`config.mk`:
```
export PLATFORM = sky130hd
export DESIGN_NAME = td4_run_ctrl
export DESIGN_NICKNAME = d
export VERILOG_FILES = /design/src/rtl/td4_run_ctrl.sv
export SDC_FILE = /design/constraint.sdc
export NUM_CORES = 1
export LEC_CHECK = 0
export CAP_MARGIN = 20
export CORE_UTILIZATION = 40
export CTS_CLUSTER_SIZE = 10
export DETAILED_ROUTE_END_ITERATION = 10
export GPL_TIMING_DRIVEN = 0
export HOLD_SLACK_MARGIN = 0.15
export PLACE_DENSITY = 0.69
export SLEW_MARGIN = 20
export SYNTH_ARGS = -nofsm -noshare
export SYNTH_HDL_FRONTEND = slang
export SYNTH_SLANG_ARGS = --single-unit
```
`constraint.sdc`:
```
create_clock -name clk_i -period 5.56 [get_ports clk_i]
set_clock_uncertainty 0.1 [all_clocks]
set_input_delay 1.668 -clock clk_i [delete_from_list [all_inputs] [get_ports clk_i]]
set_output_delay 1.668 -clock clk_i [all_outputs]
set_load 0.02 [all_outputs]
```
`src/rtl/td4_run_ctrl.sv`:
```
// rtl/td4_run_ctrl.sv - TD4 run/step controller and 16x8 program store
//
// Purpose:
//   Holds the TD4 instruction memory and serves op_o = mem[ip_i] to the core.
//   Generates the core clock-enable and active-low core reset so a host can
//   load a program, run it at a divided rate, stop it, single-step it and
//   reset it. The core advances only on edges where core_ce_o = 1.
//
// Build option:
//   TD4_BREAKPOINT_EN - when defined, RUNNING halts instead of executing the
//   instruction at bp_addr_i (bp_en_i = 1) and pulses bp_hit_o. When not
//   defined, bp_en_i/bp_addr_i are ignored and bp_hit_o is 0.
//
// Ports:
//   clk_i, rst_i          clock, synchronous active-high reset
//   cmd_valid_i, cmd_i    command request (00 CORE_RST, 01 RUN, 10 STOP, 11 STEP)
//   cmd_ready_o           command accepted when cmd_valid_i & cmd_ready_o
//   wr_en_i, wr_addr_i,   program-memory write
//   wr_data_i
//   wr_err_o              one-cycle pulse: write dropped (core running/stepping)
//   div_cfg_i             run rate: one instruction every div_cfg_i+1 cycles
//   ip_i, op_o            core instruction pointer, combinational mem[ip_i]
//   core_ce_o             core clock-enable
//   core_rst_n_o          core reset, active-low
//   running_o             high in RUNNING
//   instr_cnt_o           core_ce_o cycles since last core reset, wraps
//   bp_en_i, bp_addr_i    breakpoint enable / address
//   bp_hit_o              one-cycle pulse on breakpoint halt

module td4_run_ctrl #(
  parameter int DIV_W = 8,
  parameter int CNT_W = 16
) (
  input  logic             clk_i,
  input  logic             rst_i,
  input  logic             cmd_valid_i,
  input  logic [1:0]       cmd_i,
  output logic             cmd_ready_o,
  input  logic             wr_en_i,
  input  logic [3:0]       wr_addr_i,
  input  logic [7:0]       wr_data_i,
  output logic             wr_err_o,
  input  logic [DIV_W-1:0] div_cfg_i,
  input  logic [3:0]       ip_i,
  output logic [7:0]       op_o,
  output logic             core_ce_o,
  output logic             core_rst_n_o,
  output logic             running_o,
  output logic [CNT_W-1:0] instr_cnt_o,
  input  logic             bp_en_i,
  input  logic [3:0]       bp_addr_i,
  output logic             bp_hit_o
);

  typedef enum logic [1:0] {
    S_RESETTING = 2'b00,
    S_HALTED    = 2'b01,
    S_RUNNING   = 2'b10,
    S_STEP      = 2'b11
  } state_e;

  localparam logic [1:0] CMD_CORE_RST = 2'b00;
  localparam logic [1:0] CMD_RUN      = 2'b01;
  localparam logic [1:0] CMD_STOP     = 2'b10;
  localparam logic [1:0] CMD_STEP     = 2'b11;

  localparam logic [DIV_W-1:0] DIV_ONE = {{(DIV_W-1){1'b0}}, 1'b1};
  localparam logic [CNT_W-1:0] CNT_ONE = {{(CNT_W-1){1'b0}}, 1'b1};

  state_e           state_q, state_d;
  logic             rst_cnt_q, rst_cnt_d;     // core reset lasts two cycles: counts 0,1
  logic [DIV_W-1:0] div_q, div_d;
  logic [CNT_W-1:0] instr_cnt_q, instr_cnt_d;
  logic [7:0]       mem_q [16];

  logic cmd_ready_q, running_q, core_rst_n_q, wr_err_q, bp_hit_q;

  logic cmd_acc;
  logic div_match;
  logic bp_stop;
  logic core_ce;
  logic core_rst_req;
  logic wr_legal;
  logic wr_err_d;
  logic bp_hit_d;

`ifdef TD4_BREAKPOINT_EN
  // Breakpoint only matters on an edge where RUNNING would otherwise execute.
  assign bp_stop = (state_q == S_RUNNING) & div_match & bp_en_i & (ip_i == bp_addr_i);
`else
  logic unused_bp;
  assign unused_bp = ^{bp_en_i, bp_addr_i};
  assign bp_stop   = 1'b0;
`endif

  // cmd_ready_q is a registered decode of state, so acceptance never depends
  // combinationally on cmd_valid_i feeding back into cmd_ready_o.
  assign cmd_acc   = cmd_valid_i & cmd_ready_q;
  assign div_match = (div_q == div_cfg_i);

  // core_ce depends on the live div_cfg_i so a rate change applies at once;
  // a STEP cycle always executes, which is how a breakpoint is stepped past.
  assign core_ce = ((state_q == S_RUNNING) & div_match & ~bp_stop) | (state_q == S_STEP);

  // Writes are judged on the state before the edge.
  assign wr_legal = (state_q == S_HALTED) | (state_q == S_RESETTING);

  always_comb begin
    state_d      = state_q;
    rst_cnt_d    = rst_cnt_q;
    div_d        = div_q;
    core_rst_req = 1'b0;

    case (state_q)
      S_RESETTING: begin
        if (rst_cnt_q) begin
          state_d   = S_HALTED;
          rst_cnt_d = 1'b0;
        end else begin
          rst_cnt_d = 1'b1;
        end
      end
      S_HALTED: begin
        if (cmd_acc) begin
          case (cmd_i)
            CMD_RUN: begin
              state_d = S_RUNNING;
              div_d   = '0;
            end
            CMD_STEP:     state_d      = S_STEP;
            CMD_CORE_RST: core_rst_req = 1'b1;
            default:      state_d      = S_HALTED;
          endcase
        end
      end
      S_RUNNING: begin
        // Equality compare: if div_cfg drops below the count, the counter
        // runs on through its natural wrap before matching again.
        div_d = div_match ? '0 : (div_q + DIV_ONE);
        if (bp_stop) begin
          state_d = S_HALTED;
        end
        if (cmd_acc) begin
          if (cmd_i == CMD_STOP) begin
            state_d = S_HALTED;
          end else if (cmd_i == CMD_CORE_RST) begin
            core_rst_req = 1'b1;
          end
        end
      end
      S_STEP: begin
        state_d = S_HALTED;
      end
      default: begin
        state_d = S_RESETTING;
      end
    endcase

    if (core_rst_req) begin
      state_d   = S_RESETTING;
      rst_cnt_d = 1'b0;
    end
  end

  always_comb begin
    instr_cnt_d = instr_cnt_q;
    if (core_rst_req) begin
      instr_cnt_d = '0;
    end else if (core_ce) begin
      instr_cnt_d = instr_cnt_q + CNT_ONE;
    end
  end

  assign wr_err_d = wr_en_i & ~wr_legal;
  // A core reset issued on the same edge takes precedence over the halt report.
  assign bp_hit_d = bp_stop & ~core_rst_req;

  always_ff @(posedge clk_i) begin
    if (rst_i) begin
      state_q      <= S_RESETTING;
      rst_cnt_q    <= 1'b0;
      div_q        <= '0;
      instr_cnt_q  <= '0;
      cmd_ready_q  <= 1'b0;
      running_q    <= 1'b0;
      core_rst_n_q <= 1'b0;
      wr_err_q     <= 1'b0;
      bp_hit_q     <= 1'b0;
      for (int i = 0; i < 16; i++) begin
        mem_q[i] <= 8'h00;
      end
    end else begin
      state_q      <= state_d;
      rst_cnt_q    <= rst_cnt_d;
      div_q        <= div_d;
      instr_cnt_q  <= instr_cnt_d;
      // Status outputs are registered from the next state so they line up
      // with state_q in every cycle.
      cmd_ready_q  <= (state_d == S_HALTED) | (state_d == S_RUNNING);
      running_q    <= (state_d == S_RUNNING);
      core_rst_n_q <= (state_d != S_RESETTING);
      wr_err_q     <= wr_err_d;
      bp_hit_q     <= bp_hit_d;
      if (wr_en_i && wr_legal) begin
        mem_q[wr_addr_i] <= wr_data_i;
      end
    end
  end

  assign op_o         = mem_q[ip_i];
  assign core_ce_o    = core_ce;
  assign cmd_ready_o  = cmd_ready_q;
  assign running_o    = running_q;
  assign core_rst_n_o = core_rst_n_q;
  assign instr_cnt_o  = instr_cnt_q;
  assign wr_err_o     = wr_err_q;
  assign bp_hit_o     = bp_hit_q;

endmodule

```
* After elaboration in Yosys (flattened, before gate mapping) *
Memory sizes are Yosys's and may differ from the RTL's.
Cells that the tools add are included.

storage, ports and cells
  register bits = 31
  bits in writable memories = 128
  bits of input ports = 35
  output and inout bits = 30
  word-level logic and storage cells = 62
  memories kept = 1

operators by class
  $add $sub $neg = 2
  equality and inequality tests = 11
  muxes and demuxes = 25
  bitwise operators = 7
  reductions and logical operators = 8

memories
  memory  depth  width  rd ports  clocked after memory_dff  wr ports  RTL line  RTL
  mem_q   16     8      1         0                         16        74        logic [7:0] mem_q [16];

operator list
  kind                                           count
  two-way mux 8 bit                              4
  adder 16 x 1 -> 16 bit, second input constant  1
  case mux 8 bit (2 select lines)                1
  two-way mux 1 bit                              11
  == test 2 bit, second input constant           5
  two-way mux 2 bit                              5
  adder 8 x 1 -> 8 bit, second input constant    1
  == test 8 bit                                  1
  case mux 2 bit (4 select lines)                1
  OR reduction 8 bit                             1
  == test 2 x 1 -> 1 bit, second input constant  3
  case mux 2 bit (3 select lines)                1
  logical NOT 2 bit                              2
  two-way mux 4 bit                              1
  nonzero test 2 bit                             2
  bitwise AND 1 bit                              3
  bitwise OR 1 bit                               3
  AND reduction 3 bit                            1
  != test 2 x 1 -> 1 bit, second input constant  1
  != test 2 bit, second input constant           1
  case mux 1 bit (2 select lines)                1
  OR reduction 2 bit                             1
  logical AND 1 bit                              1
  NOT 1 bit                                      1

* Depth between registers and ports, before layout *
  word-level depth = 8
  mapped depth = 9
  gate-level depth less buffers = 9

* Worst setup path after synthesis *
OpenSTA, ideal clock, no wires.

  path type = input port to output port
  from = input ip_i[0]
  to = output op_o[0]
  data arrival time = 3.251 ns
  required time = 3.792 ns
  slack = 0.541 ns
  stages = 4
  path buffers = 2
  cells stage by stage = clkbuf_1 > buf_2 > mux4_2 > mux4_2

between the ends
  word-level cells in the longest chain between the ends = 1

ends and longest elaborated chain
  element              RTL line  RTL
  start, declared      44        input logic [3:0] ip_i,
  memory (16 x 8 bit)  --
  end, declared        45        output logic [7:0] op_o,

Every way passes these cells.

* Final worst setup path *
  from = input ip_i[1]
  to = output op_o[5]

The elaborated chain is that of the path after synthesis.

==> results.md <==
- Net Sw Frac: 23.2%
- CP Capture Type: output port
- Mapped cell area: 0.00747 mm²
- CTS tree: done
- Final hold vios: 0
- Logic pwr share: 11.3%
- Drt initial violations: 279
- Tightest Hold Check Type: reg -> reg
- RSZ-0062 raised after global routing: yes
- Crit Path Class: in -> out
- Post-route ant nets: 0
- Cts bufs inserted: 17
- Period utilization: 99.4%
- Via-to-Cell Ratio: 5.50
- Final Setup Violations: 0
- Nets@finish: 669
- Global-route wire length before repair: 27100 µm
- Netlist cell types: 40
- Initial Utilization: 41.2%
- FF+latch count, synth: 159
- VDD IR max: 217 µV
- Avg Cell Area, Syn: 13.6 µm²
- # H-tree levels: 4
- Reg power frac: 48.0%
- GP Congestion: 0.867
- Failing checks: design-rule violations
- Post-route DRC: 3
- Sequential area share after synthesis: 59.7%
- Clock share of power: 40.7%
- Main flop type after synthesis: edfxtp_1
- Tmin final: 5.53 ns
- Post-Route WL: 17400 µm
- Arrival time of the worst setup path: 3.76 ns
- Row count: 49
- Top delay family on crit path: buffers and inverters
- Share of cells above drive strength 1: 16.0%
- Root Driver: clkbuf_16
- CP cell instances: dlygate4sd2_1, clkbuf_8, mux4_2, mux4_2, clkdlybuf4s50_1
- Vias in the first global route: 4779
- Setup TNS: 0 ns
- Leakage: 0.00322 µW
- Total nets after synthesis: 594
- Tot Pwr: 2840 µW
- Initial antenna violation count: 0
- CP peak stage delay: 0.56 ns
- Synth warnings: 0
- Synth Instances: 550
- Cts hold-fix bufs: 0
- Max-cap violations: 0
- Stages on worst setup path: 5
- Total die area: 0.0192 mm²
- Largest net degree at the start of global routing: 20
- Clk_lat worst skew: 0.42 ns
- R2r setup slk: 2.69 ns
- Worst R2R Path Depth: 7
- Reg clk slew, reported paths: 0.06 ns
- Antenna cell count: 0
- Max Fclk: 0.181 GHz
- Internal power: 2180 µW
- Clock Tree Buf Depth: 2
- Rel. slew slack: 30.3%
- Die W: 139 µm
- Area Growth Syn to Fin: 20.1%
- Most used cell, CP: mux4_2
- Worst slew pin tran: 1.04 ns
- Wire per inst: 20.1 µm
- I/O pin cnt: 65
- Hold_ws: 0.398 ns
- Critical-path top delay cell: clkdlybuf4s50_1
- CORE AREA: 0.0181 mm²
- Fill count: 1579
- Hold path cells: 2
- Hpwl dp: 12200 µm
- Post-synth ARST share: 0%
- Register cell area after layout: 0.00446 mm²
- Multi-input logic area: 0.00288 mm²
- Die Ht: 139 µm
- WP buf/inv: 3
- Slew Limit Fails: 0
- All-Layer GR Usage: 19.1%
- Sinks on Clock Net: 159
- Req. time, crit path: 3.79 ns
- NetSw: 659 µW
- Drt pass-1 iters: 7
- Outcome: complete, but fails checks
- Maximum fanout along the worst path: 10
- PwrDens: 316 mW/mm²
- EDFF count, synth: 128
- Port Buffers: 55
- Grt ovf: 0
- CP startpoint kind: input port
- Via count: 4754
-- Yosys cell counts (all sizes together) (10+ instances only) --
master | n | share of area, %
nand3 | 11 | 0.74
nor2 | 30 | 1.5
clkbuf | 19 | 0.95
nand2 | 13 | 0.65
a21oi | 19 | 1.3
edfxtp | 128 | 51
o21ai | 10 | 0.67
and2 | 129 | 11
mux4 | 40 | 12
dfxtp | 31 | 8.3
or2 | 18 | 1.5
-- registers in the layout (all words and copies together) (netlist names) --
name / cells
instr_cnt_o: 16
running_o: 1
state_q: 2
core_rst_n_o: 1
wr_err_o: 1
mem_q: 128
rst_cnt_q: 1
div_q: 8
cmd_ready_o: 1
-- cell usage in the layout (no fill, tap or decap), types with 3 or more instances in the layout --
| master | Yosys | routed |
|---|---|---|
| edfxtp_1 | 128 | 128 |
| clkbuf_1 | 19 | 15 |
| nand3_1 | 11 | 11 |
| o21ai_0 | 10 | 10 |
| clkbuf_8 | 0 | 3 |
| buf_4 | 1 | 3 |
| or4_1 | 7 | 7 |
| nand2_1 | 13 | 13 |
| ha_1 | 9 | 9 |
| a21oi_1 | 19 | 19 |
| inv_1 | 8 | 8 |
| dfxtp_1 | 31 | 31 |
| or2_2 | 18 | 18 |
| clkinvlp_4 | 0 | 5 |
| clkinv_2 | 0 | 3 |
| xnor2_1 | 6 | 6 |
| bufinv_16 | 0 | 3 |
| nand2b_1 | 6 | 6 |
| or3_1 | 7 | 7 |
| and4_1 | 3 | 3 |
| and2_1 | 129 | 129 |
| buf_6 | 0 | 3 |
| o31ai_1 | 8 | 8 |
| nor2_1 | 30 | 30 |
| mux4_2 | 40 | 40 |
| nand4_1 | 3 | 3 |
| clkbuf_16 | 0 | 17 |
| xor2_1 | 9 | 9 |
| nor3_1 | 9 | 8 |
| clkdlybuf4s50_1 | 0 | 52 |
-- power by group through the flow --
stage               combinational [µW]  clock (µW)  sequential (µW)
finish                             321        1160             1360
global route                       349        1220             1370
CTS                                323        1170             1360
detailed placement                 318           0             1390
global placement                   312           0             1380
floorplan                          193           0             1390
-- worst register-to-register path, stage by stage, from the launching register on --
cell and delay (ns):
dfxtp_1 0.34, inv_1 0.12, ha_1 0.29, nor2_1 0.12, nor3_1 0.27, nand2_1 0.16
nor3_1 0.76, or2_2 0.40
-- layer usage --
metal,vias up,part of all wire (%),track usage [%]
met5,-,0,0
met4,0,1.7,6.02
met3,20,5.3,4.66
met2,150,49,31.9
met1,2411,44,24.7
li1,2173,-,-
-- layout make-up --
type,instances,area share (%)
Timing Repair Buffer,57,6.34
Multi-Input combinational cell,356,32.1
Tap cell,229,3.19
Clock inverter,12,1.63
Buffer,26,1.87
Sequential cell,159,49.8
Inverter,8,0.335
Clock buffer,18,4.78
-- cells by family (layout without fill, tap and decap cells) --
group	count (synthesis)	in the layout	share of synthesized area (%)
compound gates	44	44	3.50
xor+xnor	15	15	1.76
simple gates	246	246	19.4
fa+ha+maj	9	9	1.51
buf+inv	35	121	1.89
flops	159	159	59.7
other cells	1	1	0.0502
mux	41	41	12.2
-- worst paths after layout --
kind	startpoint	endpoint
setup / recovery	ip_i[1]	op_o[5]
hold / removal	instr_cnt_o[15]	instr_cnt_o[15]
setup reg to reg	state_q[1]	mem_q[4][4]
hold reg to reg	instr_cnt_o[15]	instr_cnt_o[15]
-- metrics by stage --
| stage | utilization, % | cells | cell area (µm²) | worst slack (ns) |
|---|---|---|---|---|
| 3_3_place_gp | 45.8 | 834 | 8310 | -0.567 |
| 5_1_grt | 49.4 | 865 | 8970 | -0.00256 |
| 4_1_cts | 49.3 | 865 | 8950 | 0.0403 |
| 2_1_floorplan | - | 550 | 7470 | 0.541 |
| 6_report | 49.4 | 865 | 8970 | 0.0348 |
| 3_5_place_dp | 45.8 | 834 | 8310 | -0.587 |
-- timing repair --
item / in CTS / in global routing
endpoints found under the setup margin: 9 / 4
gates resized for setup: 20 / 5
setup buffers: 2 / 0
cloned: 0 / 0
pin swaps: 2 / 0
Note: power is estimated with default switching activity, not from simulation.
